File: config.mk
export PLATFORM = sky130hd
export DESIGN_NAME = alu_seq_unit
export DESIGN_NICKNAME = d
export VERILOG_FILES = /design/src/rtl/alu_seq_unit.sv
export SDC_FILE = /design/constraint.sdc
export NUM_CORES = 1
export LEC_CHECK = 0
export ABC_CLOCK_PERIOD_IN_PS = 3200
export CAP_MARGIN = 5
export CORE_MARGIN = 1.5
export CORE_UTILIZATION = 55
export CTS_BUF_LIST = sky130_fd_sc_hd__clkbuf_4 sky130_fd_sc_hd__clkbuf_8
export CTS_CLUSTER_SIZE = 14
export DETAILED_ROUTE_END_ITERATION = 10
export DONT_BUFFER_PORTS = 1
export PLACE_DENSITY = 0.7
export RECOVER_POWER = 50
export SETUP_SLACK_MARGIN = 0.1
export SLEW_MARGIN = 20
export SYNTH_ARGS = -nofsm -noshare
export SYNTH_HDL_FRONTEND = slang
export SYNTH_SLANG_ARGS = --single-unit
File: constraint.sdc
create_clock -name clk -period 3.2 [get_ports clk]
set_input_delay 0.96 -clock clk [delete_from_list [all_inputs] [get_ports clk]]
set_output_delay 0.96 -clock clk [all_outputs]
set_load 0.005 [all_outputs]
File: src/rtl/alu_seq_unit.sv
// Handshaked ALU with a registered accumulator and a shift-add unsigned multiply.
// Single-cycle ops complete in one cycle; MUL takes W steps before DONE.
//
// state | meaning
// ------+-------------------------------------------------------------
// IDLE  | waiting for a request; in_ready=1
// MUL   | one shift-add partial-product step per cycle; busy=1
// DONE  | result/flags valid; held until the consumer takes them
module alu_seq_unit #(
  parameter int W    = 4,
  parameter int CNTW = 3
) (
  input  logic         clk,
  input  logic         rst,
  input  logic         in_valid,
  output logic         in_ready,
  input  logic [W-1:0] a,
  input  logic [W-1:0] b,
  input  logic [2:0]   op,
  input  logic         use_acc,
  output logic         out_valid,
  input  logic         out_ready,
  output logic [W-1:0] result,
  output logic         cout,
  output logic         overflow,
  output logic         zero,
  output logic         busy
);

  localparam logic [2:0] OP_ADD = 3'b000;
  localparam logic [2:0] OP_SUB = 3'b001;
  localparam logic [2:0] OP_AND = 3'b010;
  localparam logic [2:0] OP_OR  = 3'b011;
  localparam logic [2:0] OP_XOR = 3'b100;
  localparam logic [2:0] OP_SLT = 3'b101;
  localparam logic [2:0] OP_MUL = 3'b110;

  typedef enum logic [1:0] {IDLE, MUL, DONE} state_t;

  state_t          state, state_nxt;
  logic            accept, handoff, mul_last;
  logic [W-1:0]    acc, opa;
  logic [2*W-1:0]  mcand, prod, prod_step;
  logic [W-1:0]    mplier;
  logic [CNTW-1:0] cnt;
  logic [W-1:0]    alu_res;
  logic            alu_c, alu_v;
  logic [W:0]      sum;

  always_ff @(posedge clk) begin
    if (rst) state <= IDLE;
    else     state <= state_nxt;
  end

  always_comb begin
    state_nxt = state;
    in_ready  = 1'b0;
    out_valid = 1'b0;
    busy      = 1'b0;
    accept    = 1'b0;
    handoff   = 1'b0;
    mul_last  = 1'b0;
    case (state)
      IDLE: begin
        in_ready = 1'b1;
        if (in_valid) begin
          accept    = 1'b1;
          state_nxt = (op == OP_MUL) ? MUL : DONE;
        end
      end
      MUL: begin
        busy = 1'b1;
        if (cnt == CNTW'(W - 1)) begin
          mul_last  = 1'b1;
          state_nxt = DONE;
        end
      end
      DONE: begin
        out_valid = 1'b1;
        if (out_ready) begin
          handoff   = 1'b1;
          state_nxt = IDLE;
        end
      end
      default: state_nxt = IDLE;
    endcase
  end

  assign opa = use_acc ? acc : a;

  always_comb begin
    sum     = '0;
    alu_res = '0;
    alu_c   = 1'b0;
    alu_v   = 1'b0;
    case (op)
      OP_ADD: begin
        sum     = {1'b0, opa} + {1'b0, b};
        alu_res = sum[W-1:0];
        alu_c   = sum[W];
        alu_v   = (opa[W-1] == b[W-1]) && (sum[W-1] != opa[W-1]);
      end
      OP_SUB: begin
        sum     = {1'b0, opa} + {1'b0, ~b} + (W+1)'(1);
        alu_res = sum[W-1:0];
        alu_c   = sum[W];
        alu_v   = (opa[W-1] != b[W-1]) && (sum[W-1] != opa[W-1]);
      end
      OP_AND:  alu_res = opa & b;
      OP_OR:   alu_res = opa | b;
      OP_XOR:  alu_res = opa ^ b;
      OP_SLT:  alu_res = {{(W-1){1'b0}}, ($signed(opa) < $signed(b))};
      default: alu_res = '0;
    endcase
  end

  // multiplicand shifts left and multiplier right, so each step only looks at mplier[0]
  assign prod_step = prod + (mplier[0] ? mcand : '0);

  always_ff @(posedge clk) begin
    if (rst) begin
      acc      <= '0;
      result   <= '0;
      cout     <= 1'b0;
      overflow <= 1'b0;
      zero     <= 1'b0;
      mcand    <= '0;
      mplier   <= '0;
      prod     <= '0;
      cnt      <= '0;
    end else begin
      if (accept) begin
        if (op == OP_MUL) begin
          mcand  <= {{W{1'b0}}, opa};
          mplier <= b;
          prod   <= '0;
          cnt    <= '0;
        end else begin
          result   <= alu_res;
          cout     <= alu_c;
          overflow <= alu_v;
          zero     <= (alu_res == '0);
        end
      end
      if (state == MUL) begin
        prod   <= prod_step;
        mcand  <= mcand << 1;
        mplier <= mplier >> 1;
        cnt    <= cnt + CNTW'(1);
        if (mul_last) begin
          result   <= prod_step[W-1:0];
          cout     <= |prod_step[2*W-1:W];
          overflow <= |prod_step[2*W-1:W];
          zero     <= (prod_step[W-1:0] == '0);
        end
      end
      // acc only ever takes a result the consumer has actually taken
      if (handoff) acc <= result;
    end
  end

endmodule

# [Yosys cells after proc, flatten, opt, wreduce, memory -nomap -nowiden]
# Cells that the tools add are included.
# Widths: inputs -> output; s select.
[classes] addsub=5 n_lt_le_gt_ge=1 eq_ne=16 muxes=47 n_bitwise=4 reduce_logical=13
[op_table] operator="$mux 8" n=7
[op_table] operator="$pmux 4 s6" n=1
[op_table] operator="$mux 1" n=21
[op_table] operator="$mux 4" n=5
[op_table] operator="$mux 3" n=6
[op_table] operator="$add 4x4->5" n=2
[op_table] operator="$eq 3x2->1 const B" n=3
[op_table] operator="$eq 3x3->1 const B" n=3
[op_table] operator="$add 8x8->8" n=1
[op_table] operator="$logic_not 4->1" n=2
[op_table] operator="$mux 2" n=4
[op_table] operator="$ne 2x2->1 const B" n=3
[op_table] operator="$pmux 2 s3" n=1
[op_table] operator="$add 5x1->5 const B" n=1
[op_table] operator="$and 4x4->4" n=1
[op_table] operator="$lt 4x4->1" n=1
[op_table] operator="$not 4->4" n=1
[op_table] operator="$or 4x4->4" n=1
[op_table] operator="$pmux 1 s2" n=2
[op_table] operator="$reduce_and 2->1" n=2
[op_table] operator="$reduce_bool 2->1" n=2
[op_table] operator="$reduce_or 4->1" n=1
[op_table] operator="$xor 4x4->4" n=1
[op_table] operator="$add 3x1->3 const B" n=1
[op_table] operator="other kinds (10)" n=13
[totals] ff_bits=36 inputBits=16 output_inout_bits=10 elab_cells=98

# [Longest topological paths before layout]
# Gate-level depths: netlist of run 1.
[logic_depth] ltp_word=10 ltp_mapped=9 mapped_depth_nobuf=9

# [Worst setup path after synthesis of run 1]
# No wires, ideal clock.
[synth_path] kind="input port to flip-flop" from="input use_acc" to="register overflow" arrival_ns=2.791 setup_slack_ns=0.273 path_stages=8 path_cell_list="mux2_2 > inv_1 > ha_1 > a211oi_1 > nor3_1 > o2111a_1 > a2111oi_0 > a311oi_1"
[synth_between] elab_chain_cells=10
[synth_rtl] element="start: declaration" line_no="20" source="input logic use_acc,"
[synth_rtl] element="$mux 4 (*)" line_no="89" source="assign opa = use_acc ? acc : a;"
[synth_rtl] element="$add 4x4->5" line_no="104" source="sum = {1'b0, opa} + {1'b0, ~b} + (W+1)'(1);"
[synth_rtl] element="$add 5x1->5" line_no="104"
[synth_rtl] element="$ne 1x1->1" line_no="107" source="alu_v = (opa[W-1] != b[W-1]) && (sum[W-1] != opa[W-1]);"
[synth_rtl] element="$logic_and 1x1->1" line_no="107"
[synth_rtl] element="$pmux 1 s2 (*)" line_no="96" source="case (op)"
[synth_rtl] element="$mux 1 (*)" line_no="133" source="if (op == OP_MUL) begin"
[synth_rtl] element="$mux 1 (*)" line_no="132" source="if (accept) begin"
[synth_rtl] element="$mux 1" line_no="150" source="if (mul_last) begin"
[synth_rtl] element="$mux 1 (*)" line_no="145" source="if (state == MUL) begin"
[synth_rtl] element="end signal: assignment" line_no="141" source="overflow <= alu_v;"
[synth_rtl] element="end signal: assignment" line_no="153" source="overflow <= |prod_step[2*W-1:W];"
[synth_rtl] element="end: declaration" line_no="25" source="output logic overflow,"
# Mark *: on every way between the ends. The rest lies on a longest branch, timed or not.
# A chain may end at the register's enable or synchronous reset.

# [Worst setup path after layout of run 1]
# Same ends and word-level chain as after synthesis.

==> results.cfg, run 1 <==
[floorplan]
placementRows = 24
die_w_microns = 72.2
die_y_microns = 72.2
core_area_sq_um = 4470
io_pins = 26
initial_utilization_pct = 58.9
dieArea_sq_um = 5210

[place]
dp_slack_ns = 0.133
hpwl_mm = 4.65
dpl.cell_count = 371
gp_congestion = 0.906
placed_cell_area_sq_um = 2650
port_buffers = 0

[setup_path]
cp.arrival_ns = 2.93
cp.required_ns = 3.35
path_cells = mux2_2 -> inv_1 -> ha_1 -> a211oi_1 -> nor3_1 -> o2111a_1 -> a2111oi_0 -> a311oi_1
cp-start-kind = input port
cp-end-kind = register
path_max_fanout = 4
slowest_delay_ns = 0.47
cp_slowest_cell = a211oi_1
worstSetupPathType = input port to register

[power_and_ir_drop]
seqPwrFrac_pct = 49.9
powerDensity_nw_per_um2 = 347
comb_power_share_pct = 14.9
p_sw_share_pct = 28.7
p_leak_nw = 1.08
switchingPower_uw = 271
p_int_uw = 672
p_clk_share_pct = 35.2
peakVddDrop_v = 0.000229

[global_routing]
overflow = 0
grt_pass1_wl_mm = 10.6
grt_pass1_vias = 2222
antenna_found_initial = 0
grt_max_degree = 38
grt.total_usage_pct = 25.8

[clock_network]
cts-root-buf = clkbuf_8
postCtsHoldBufs = 0
htreeDepth = 2
cts_made_buffers = 5
clock_latency_ns = 0.29
cts_resized = 0
postCtsSetupBuffers = 0
clk_pin_slew_worst_paths_ns = 0.08
clockBufferDepth = 2
cts.sinks = 36
cts_tree = yes

[drt]
dr.pass1.iters = 4
dr_total_vias = 2360
drc_errors = 0
postRouteAntennaNets = 0
wl_per_cell_microns = 16.4
drt-total-wl_mm = 6.22
viasPerCell = 6.23
first_iter_violations = 184

[synthesis]
synth_edf_count = 0
ys.flop_type = dfxtp_1
synth_cell_type_count = 50
synthCells = 330
seq_area_frac_synth_pct = 27.4
synthesis.nets = 371
synth_area_sq_um = 2630
avgSynthCellArea_sq_um = 7.98
async_reset_ff_share_pct = 0
ys_seq_elements = 36
ys.warnings.count = 0

[final_layout]
num_antenna_cells = 0
drive_gt1_share_pct = 5.20
final_cells = 379
design_area_sq_um = 2720
layout.nets = 367
fillers = 421
area_growth_syn_to_layout_pct = 3.18

[run_status]
outcome = completed

[sta]
timing.final.crit_share_pct = 86.8
drv_slew = 0
fin_crit_ns = 2.78
hold_viol_final = 0
setup_viol = 0
max_slew_margin_pct = 35.1
setup_slack_ns = 0.422
fmax_ghz = 0.360
tns_ns = 0
worstMarginPinSlew_ns = 0.974
rsz0062_at_grt = no
fin_skew_ns = 0.00516

[hold_path]
hold_path_class = register to register

[flow_run]
max_cap_viol_count = 0
worst paths after layout:
path         depth (start not counted)       end  slack, ns  startpoint
max                                  8  overflow       0.42     use_acc
min                                  2    acc[0]       0.45      acc[0]
max reg2reg                          8      zero       0.74   mplier[0]
min reg2reg                          2    acc[0]       0.45      acc[0]
metrics by stage:
stage,hold WS [ns],util [%],power (mW)
after detailed placement,0.444,59.1,0.621
after global placement,0.440,59.1,0.620
after global routing,0.483,60.7,0.984
final,0.452,60.7,0.943
after floorplan,0.433,-,0.600
after CTS,0.454,61.1,0.949
cell families (layout without fill, tap and decap cells):
| group | after synthesis | after routing | synth area share (%) |
|---|---|---|---|
| and+or+nand+nor | 131 | 131 | 25.9 |
| DFF | 36 | 36 | 27.4 |
| buffers and inverters | 36 | 33 | 6.70 |
| xor gates and xnor gates | 7 | 7 | 2.33 |
| muxes | 6 | 6 | 2.38 |
| AOI/OAI and AO/OA | 89 | 89 | 22.6 |
| adders and majority gates | 25 | 25 | 12.7 |
layout make-up:
| class | count | area, sq um | share of cell area [%] |
|---|---|---|---|
| Tap cell | 52 | 65.1 | 2.39 |
| Multi-Input combinational cell | 258 | 1720 | 63.4 |
| Inverter | 17 | 63.8 | 2.35 |
| Sequential cell | 36 | 721 | 26.5 |
| Timing Repair Buffer | 8 | 56.3 | 2.07 |
| Clock inverter | 3 | 18.8 | 0.691 |
| Clock buffer | 5 | 68.8 | 2.53 |
state kept, by name, indices dropped and copies added (netlist names), 2 cells and up:
name	cells
acc	4
mcand	8
state	2
cnt	3
result	4
prod	8
mplier	4
worst max-delay path: cells and delay by family:
| kind | cells | cell delay (ns) |
|---|---|---|
| adders and majority gates | 1 | 0.27 |
| AOI/OAI and AO/OA | 4 | 1.16 |
| buffers and inverters | 1 | 0.10 |
| and+or+nand+nor | 1 | 0.10 |
| muxes | 1 | 0.32 |
placed cells by master, fill, tap and decap left out, drive strengths merged, types with 2 or more instances in the layout:
cell type,count
a2111oi,2
a211o,2
a211oi,9
a21o,5
a21oi,37
a22oi,2
a311oi,6
a31oi,2
and2,13
buf,7
clkbuf,6
clkinv,3
dfxtp,36
fa,3
ha,22
inv,17
mux2,2
mux2i,4
nand2,34
nand2b,9
nand3,24
nand3b,4
nand4,3
nand4b,2
nor2,20
nor2b,8
nor3,4
nor4,2
o211a,2
o211ai,4
o21a,2
o21ai,4
o21bai,2
o31ai,4
or3,2
or4,3
xnor2,5
xor2,2
cells in the mapped netlist (2+ instances only):
cell type | number | area share [%]
a21oi_1 | 37 | 7.0
dfxtp_1 | 36 | 27
nand2_1 | 34 | 4.8
nand3_1 | 24 | 4.6
ha_1 | 22 | 10
nor2_1 | 20 | 2.9
inv_1 | 17 | 2.4
and2_1 | 12 | 2.9
a211oi_1 | 9 | 2.6
nand2b_1 | 9 | 2.1
nor2b_1 | 8 | 1.9
clkbuf_1 | 7 | 1.0
a311oi_1 | 6 | 2.0
a21o_1 | 5 | 1.4
buf_2 | 5 | 0.95
xnor2_1 | 5 | 1.7
mux2i_1 | 4 | 1.5
nand3b_1 | 4 | 1.1
nor3_1 | 4 | 0.76
o211ai_1 | 4 | 1.1
o21ai_0 | 4 | 0.76
o31ai_1 | 4 | 1.1
buf_1 | 3 | 0.43
fa_1 | 3 | 2.3
nand4_1 | 3 | 0.71
or4_1 | 3 | 0.86
a2111oi_0 | 2 | 0.67
a211o_1 | 2 | 0.67
a22oi_1 | 2 | 0.57
a31oi_1 | 2 | 0.47
buf_6 | 2 | 0.86
clkbuf_8 | 2 | 1.0
mux2_2 | 2 | 0.86
nand4b_1 | 2 | 0.67
nor4_1 | 2 | 0.47
o211a_1 | 2 | 0.76
o21a_1 | 2 | 0.57
o21bai_1 | 2 | 0.57
or3_1 | 2 | 0.47
xor2_1 | 2 | 0.67
metal layers:
metal	vias up	track usage, %	wire length (microns)
met2	83	42.4	2940
met3	17	5.42	389
met1	1080	34.2	2720
li1	1180	-	-
met4	0	8.18	170
met5	-	0	0
power by group through the flow:
stage	combinational, mW	clock, mW	sequential, mW
2_1_floorplan	0.123	0	0.478
3_3_place_gp	0.139	0	0.481
3_5_place_dp	0.140	0	0.481
4_1_cts	0.141	0.338	0.471
5_1_grt	0.158	0.355	0.472
6_report	0.141	0.332	0.470
(Power assumes the default switching activity.)
==> run 2: changes to the inputs <==
GPL_ROUTABILITY_DRIVEN = 0   (was unset)
==> run 2 against run 1 <==
Against the previous run:
- worst hold slack better by 0.0037 ns
- register-to-register slack hardly changed
- sequential power hardly changed
- largest power group unchanged
- core utilization is 0.56 points higher
- largest cell class unchanged
- die area stayed put
- fmax is 2.2% higher
- via count is 1.9% lower
- highest routed layer unchanged
- combinational power hardly changed
- routed wire length is 2.8% lower
- flip-flop and latch count stayed put
- clock power is 21% higher
- clock skew is 0.0064 ns higher
==> results.cfg, run 2 (synthesis results as in run 1) <==
[run_status]
outcome = completed

[power_and_ir_drop]
p_clk_share_pct = 39.8
total_power_mw = 1.01
comb_power_share_pct = 13.7
switchingPower_uw = 260
p_int_uw = 750
seqPwrFrac_pct = 46.5
peakVddDrop_v = 0.000285
p_leak_nw = 1.09
p_sw_share_pct = 25.7
powerDensity_nw_per_um2 = 368

[clock_network]
cts.sinks = 36
postCtsSetupBuffers = 0
cts_tree = yes
clock_latency_ns = 0.30
htreeDepth = 2
clk_pin_slew_worst_paths_ns = 0.08
cts-root-buf = clkbuf_8
clockBufferDepth = 2
cts_made_buffers = 5
postCtsHoldBufs = 0
cts_resized = 0

[sta]
fin_skew_ns = 0.0116
tns_ns = 0
setup_viol = 0
fin_crit_ns = 2.72
worstMarginPinSlew_ns = 0.908
hold_ws_ns = 0.456
max_slew_margin_pct = 39.4
rsz0062_at_grt = no
hold_viol_final = 0
timing.final.crit_share_pct = 85.0
fmax_ghz = 0.368
drv_slew = 0

[setup_path]
path_cells = mux2_2 -> inv_1 -> ha_1 -> a211oi_1 -> nor3_1 -> o2111a_1 -> a2111oi_0 -> a311oi_1
critPathTopFamily = compound AO/OA/AOI/OAI gates
cp_slowest_cell = a211oi_1
cp-end-kind = register
slowest_delay_ns = 0.44
reg2regPathDepth = 8
r2r_slack_ns = 0.74
reg2reg_from = mplier[0]
cp.required_ns = 3.36
regToRegEndpoint = zero
path_max_fanout = 4
worstSetupPathType = input port to register
path_buf_inv = 1
cp-start-kind = input port
cp.arrival_ns = 2.88
cp-startpoint = use_acc

[hold_path]
whs_endpoint = acc[3]
hold_start = acc[3]
hold_depth = 2
hold_path_class = register to register

[final_layout]
design_area_sq_um = 2740
layout.nets = 367
num_antenna_cells = 0
area_growth_syn_to_layout_pct = 4.13
drive_gt1_share_pct = 5.50
final_cell_mix = a21oi_1, dfxtp_1, nand2_1, nand3_1, ha_1
final_common_cell = a21oi_1
top_regs = mcand: 8 flops, prod: 8 flops

[drt]
dr_total_vias = 2314
postRouteAntennaNets = 0
drc_errors = 0
drt-total-wl_mm = 6.05
wl_per_cell_microns = 16.0
first_iter_violations = 145
viasPerCell = 6.11
dr.pass1.iters = 4

[place]
hpwl_mm = 4.50
port_buffers = 0
placed_cell_area_sq_um = 2650

[global_routing]
grt.total_usage_pct = 25.7
grt_pass1_wl_mm = 10.5
grtUsageMet2_pct = 44.2
overflow = 0
grt_use_met1_pct = 32.1
grt_pass1_vias = 2264
antenna_found_initial = 0
busiest_layer = met2
grtUsageMet3_pct = 5.14
grt_max_degree = 38

[floorplan]
die_y_microns = 72.2
io_pins = 26
core_area_sq_um = 4470
placementRows = 24
initial_utilization_pct = 58.9
die_w_microns = 72.2
dieArea_sq_um = 5210

[flow_run]
max_cap_viol_count = 0
-- run 2: cell types whose count changed in the layout (fill, tap and decap cells not counted), sizes merged --
cell      previous run  this run
clkinvlp             0         1
clkinv               3         1
bufinv               0         1
-- run 2: worst register-to-register path, cell delays in order (launching register included) --
cell and delay (ns):
dfxtp_1 0.39, and2_1 0.18, ha_1 0.22, fa_1 0.41, xor2_1 0.21, or3_1 0.32, a211oi_1 0.34, a21oi_1 0.08
a211oi_1 0.24
-- run 2: cell type report --
| cell class | count | area [sq um] |
|---|---|---|
| fillers | 425 | 1730 |
| multi-input cells | 258 | 1730 |
| flip-flops and latches | 36 | 721 |
| clock buffers | 5 | 68.8 |
| well taps | 52 | 65.1 |
| inverters | 17 | 63.8 |
| repair buffers | 8 | 56.3 |
| clock inverters | 3 | 42.5 |
-- run 2: metrics by stage --
stage	setup slack (ns)	util (%)	instances
CTS	0.475	61.6	379
global placement	0.197	59.1	371
global route	0.114	61.3	379
floorplan	0.273	-	330
detailed placement	0.172	59.1	371
finish	0.481	61.3	379
-- run 2: layer usage --
metal	up-vias	part of all wire [%]
met3	10	4.2
met1	1080	45
met4	0	2.2
met2	48	48
li1	1176	-
met5	-	0
-- run 2: how the worst max path moves through the flow --
stage | to | slack (ns) | cells after the start
after floorplan | overflow | 0.27 | 8
after global placement | result[1] | 0.20 | 9
after detailed placement | overflow | 0.17 | 8
after CTS | overflow | 0.48 | 8
after global routing | overflow | 0.11 | 8
final | overflow | 0.48 | 8
-- run 2: power groups by stage --
stage	logic [mW]	registers, mW	clock network [mW]
2_1_floorplan	0.123	0.478	0
3_5_place_dp	0.139	0.481	0
4_1_cts	0.139	0.471	0.414
6_report	0.138	0.470	0.401
3_3_place_gp	0.138	0.481	0
5_1_grt	0.157	0.472	0.433
==> run 3: changes to the inputs <==
ABC_CLOCK_PERIOD_IN_PS = 2740   (was 3200)
clock period = 2.74 ns   (was 3.2 ns; I/O delays follow)
==> run 3 against run 2 <==
Against the previous run:
- core utilization up 0.73 points
- worst setup slack lost 0.25 ns
- global-route usage shrank 0.051 points
- die area unchanged
- clock power decreased by 5.2%
- critical path depth unchanged
- via count about the same
- sequential power grew 17%
- critical endpoint unchanged
- largest power group unchanged
==> results.cfg, run 3 (synthesis results as in run 1) <==
[clock_network]
cts_made_buffers = 5
postCtsHoldBufs = 0
postCtsSetupBuffers = 0
clk_pin_slew_worst_paths_ns = 0.08
cts.sinks = 36
clock_latency_ns = 0.30
cts-root-buf = clkbuf_8
cts_tree = yes
htreeDepth = 2
cts_resized = 0
clockBufferDepth = 2

[sta]
drv_slew = 0
setup_slack_ns = 0.227
fin_skew_ns = 0.00880
fmax_ghz = 0.398
max_slew_margin_pct = 39.8
rsz0062_at_grt = no
fin_crit_ns = 2.51
worstMarginPinSlew_ns = 0.903
timing.final.crit_share_pct = 91.7
setup_viol = 0
hold_viol_final = 0

[setup_path]
worstSetupPathType = register to register
cp.required_ns = 2.95
r2r_slack_ns = 0.23
regToRegEndpoint = overflow
cp-start-kind = register
path_max_fanout = 9
cp.arrival_ns = 2.72
reg2regPathDepth = 8
reg2reg_from = mplier[0]
cp-end-kind = register

[drt]
first_iter_violations = 146
viasPerCell = 6.04
dr_total_vias = 2312
drc_errors = 0
drt-total-wl_mm = 6.17
postRouteAntennaNets = 0
dr.pass1.iters = 5
wl_per_cell_microns = 16.1

[place]
port_buffers = 0
hpwl_mm = 4.63
dp_slack_ns = -0.0420
placed_cell_area_sq_um = 2710

[final_layout]
top_regs = mcand: 8 flops, prod: 8 flops
drive_gt1_share_pct = 8.16
final_common_cell = a21oi_1
num_antenna_cells = 0
area_growth_syn_to_layout_pct = 5.37
final_cell_mix = a21oi_1, dfxtp_1, nand2_1, nand3_1
design_area_sq_um = 2780
layout.nets = 371

[power_and_ir_drop]
p_leak_nw = 1.10
p_clk_share_pct = 34.5
total_power_mw = 1.10
peakVddDrop_v = 0.000295
p_int_uw = 790
switchingPower_uw = 309
powerDensity_nw_per_um2 = 396
comb_power_share_pct = 15.5
seqPwrFrac_pct = 50.0
p_sw_share_pct = 28.1

[flow_run]
max_cap_viol_count = 0

[global_routing]
grt_pass1_vias = 2288
grt_pass1_wl_mm = 10.5
grt.total_usage_pct = 25.7
antenna_found_initial = 0
overflow = 0
grt_max_degree = 38

[run_status]
outcome = completed

[floorplan]
io_pins = 26
core_area_sq_um = 4470
initial_utilization_pct = 58.9
die_y_microns = 72.2
dieArea_sq_um = 5210
die_w_microns = 72.2
placementRows = 24

[hold_path]
whs_endpoint = acc[2]
hold_depth = 2
hold_path_class = register to register
hold_start = acc[2]
==> run 3: per-stage QoR <==
step	std cells	hold slack, ns	setup TNS [ns]	util [%]
floorplan	330	0.433	0	-
global placement	375	0.439	-0.0397	60.5
detailed placement	375	0.442	-0.130	60.5
CTS	383	0.454	0	62.4
global route	383	0.479	0	62.0
finish	383	0.459	0	62.0
==> run 3: power groups by stage <==
stage,Sequential (mW),Combinational [mW],Clock (mW)
after detailed placement,0.563,0.171,0
final,0.549,0.170,0.380
after global routing,0.551,0.190,0.412
after floorplan,0.558,0.147,0
after global placement,0.563,0.170,0
after CTS,0.550,0.173,0.391
==> run 3: worst max-delay path by stage <==
| stage | endpoint | start |
|---|---|---|
| after global routing | result[3] | use_acc |
| final | overflow | mplier[0] |
| after global placement | zero | use_acc |
| after CTS | zero | mplier[0] |
| after floorplan | result[3] | use_acc |
| after detailed placement | overflow | use_acc |
==> run 3: critical path: stages (launching register included) <==
cell and delay [ns]:
dfxtp_1 0.40, and2_1 0.18, ha_1 0.22, fa_1 0.41, nand3_1 0.20, a21oi_1 0.10, o311ai_0 0.50, a21oi_1 0.15
a311oi_1 0.27
==> run 3: routing by layer <==
layer | GRT usage (%) | wire length, microns | vias up
met5 | 0 | 0 | -
met4 | 9.22 | 106 | 0
met3 | 5.14 | 233 | 11
met2 | 44.0 | 2920 | 51
met1 | 32.1 | 2910 | 1067
li1 | - | - | 1183
==> run 3: final cells by class <==
type                            count  area [sq um]
Inverter                           17          63.8
Tap cell                           52          65.1
Fill cell                         401          1700
Clock inverter                      3          18.8
Clock buffer                        5          68.8
Multi-Input combinational cell    258          1760
Sequential cell                    36           721
Timing Repair Buffer               12          82.6
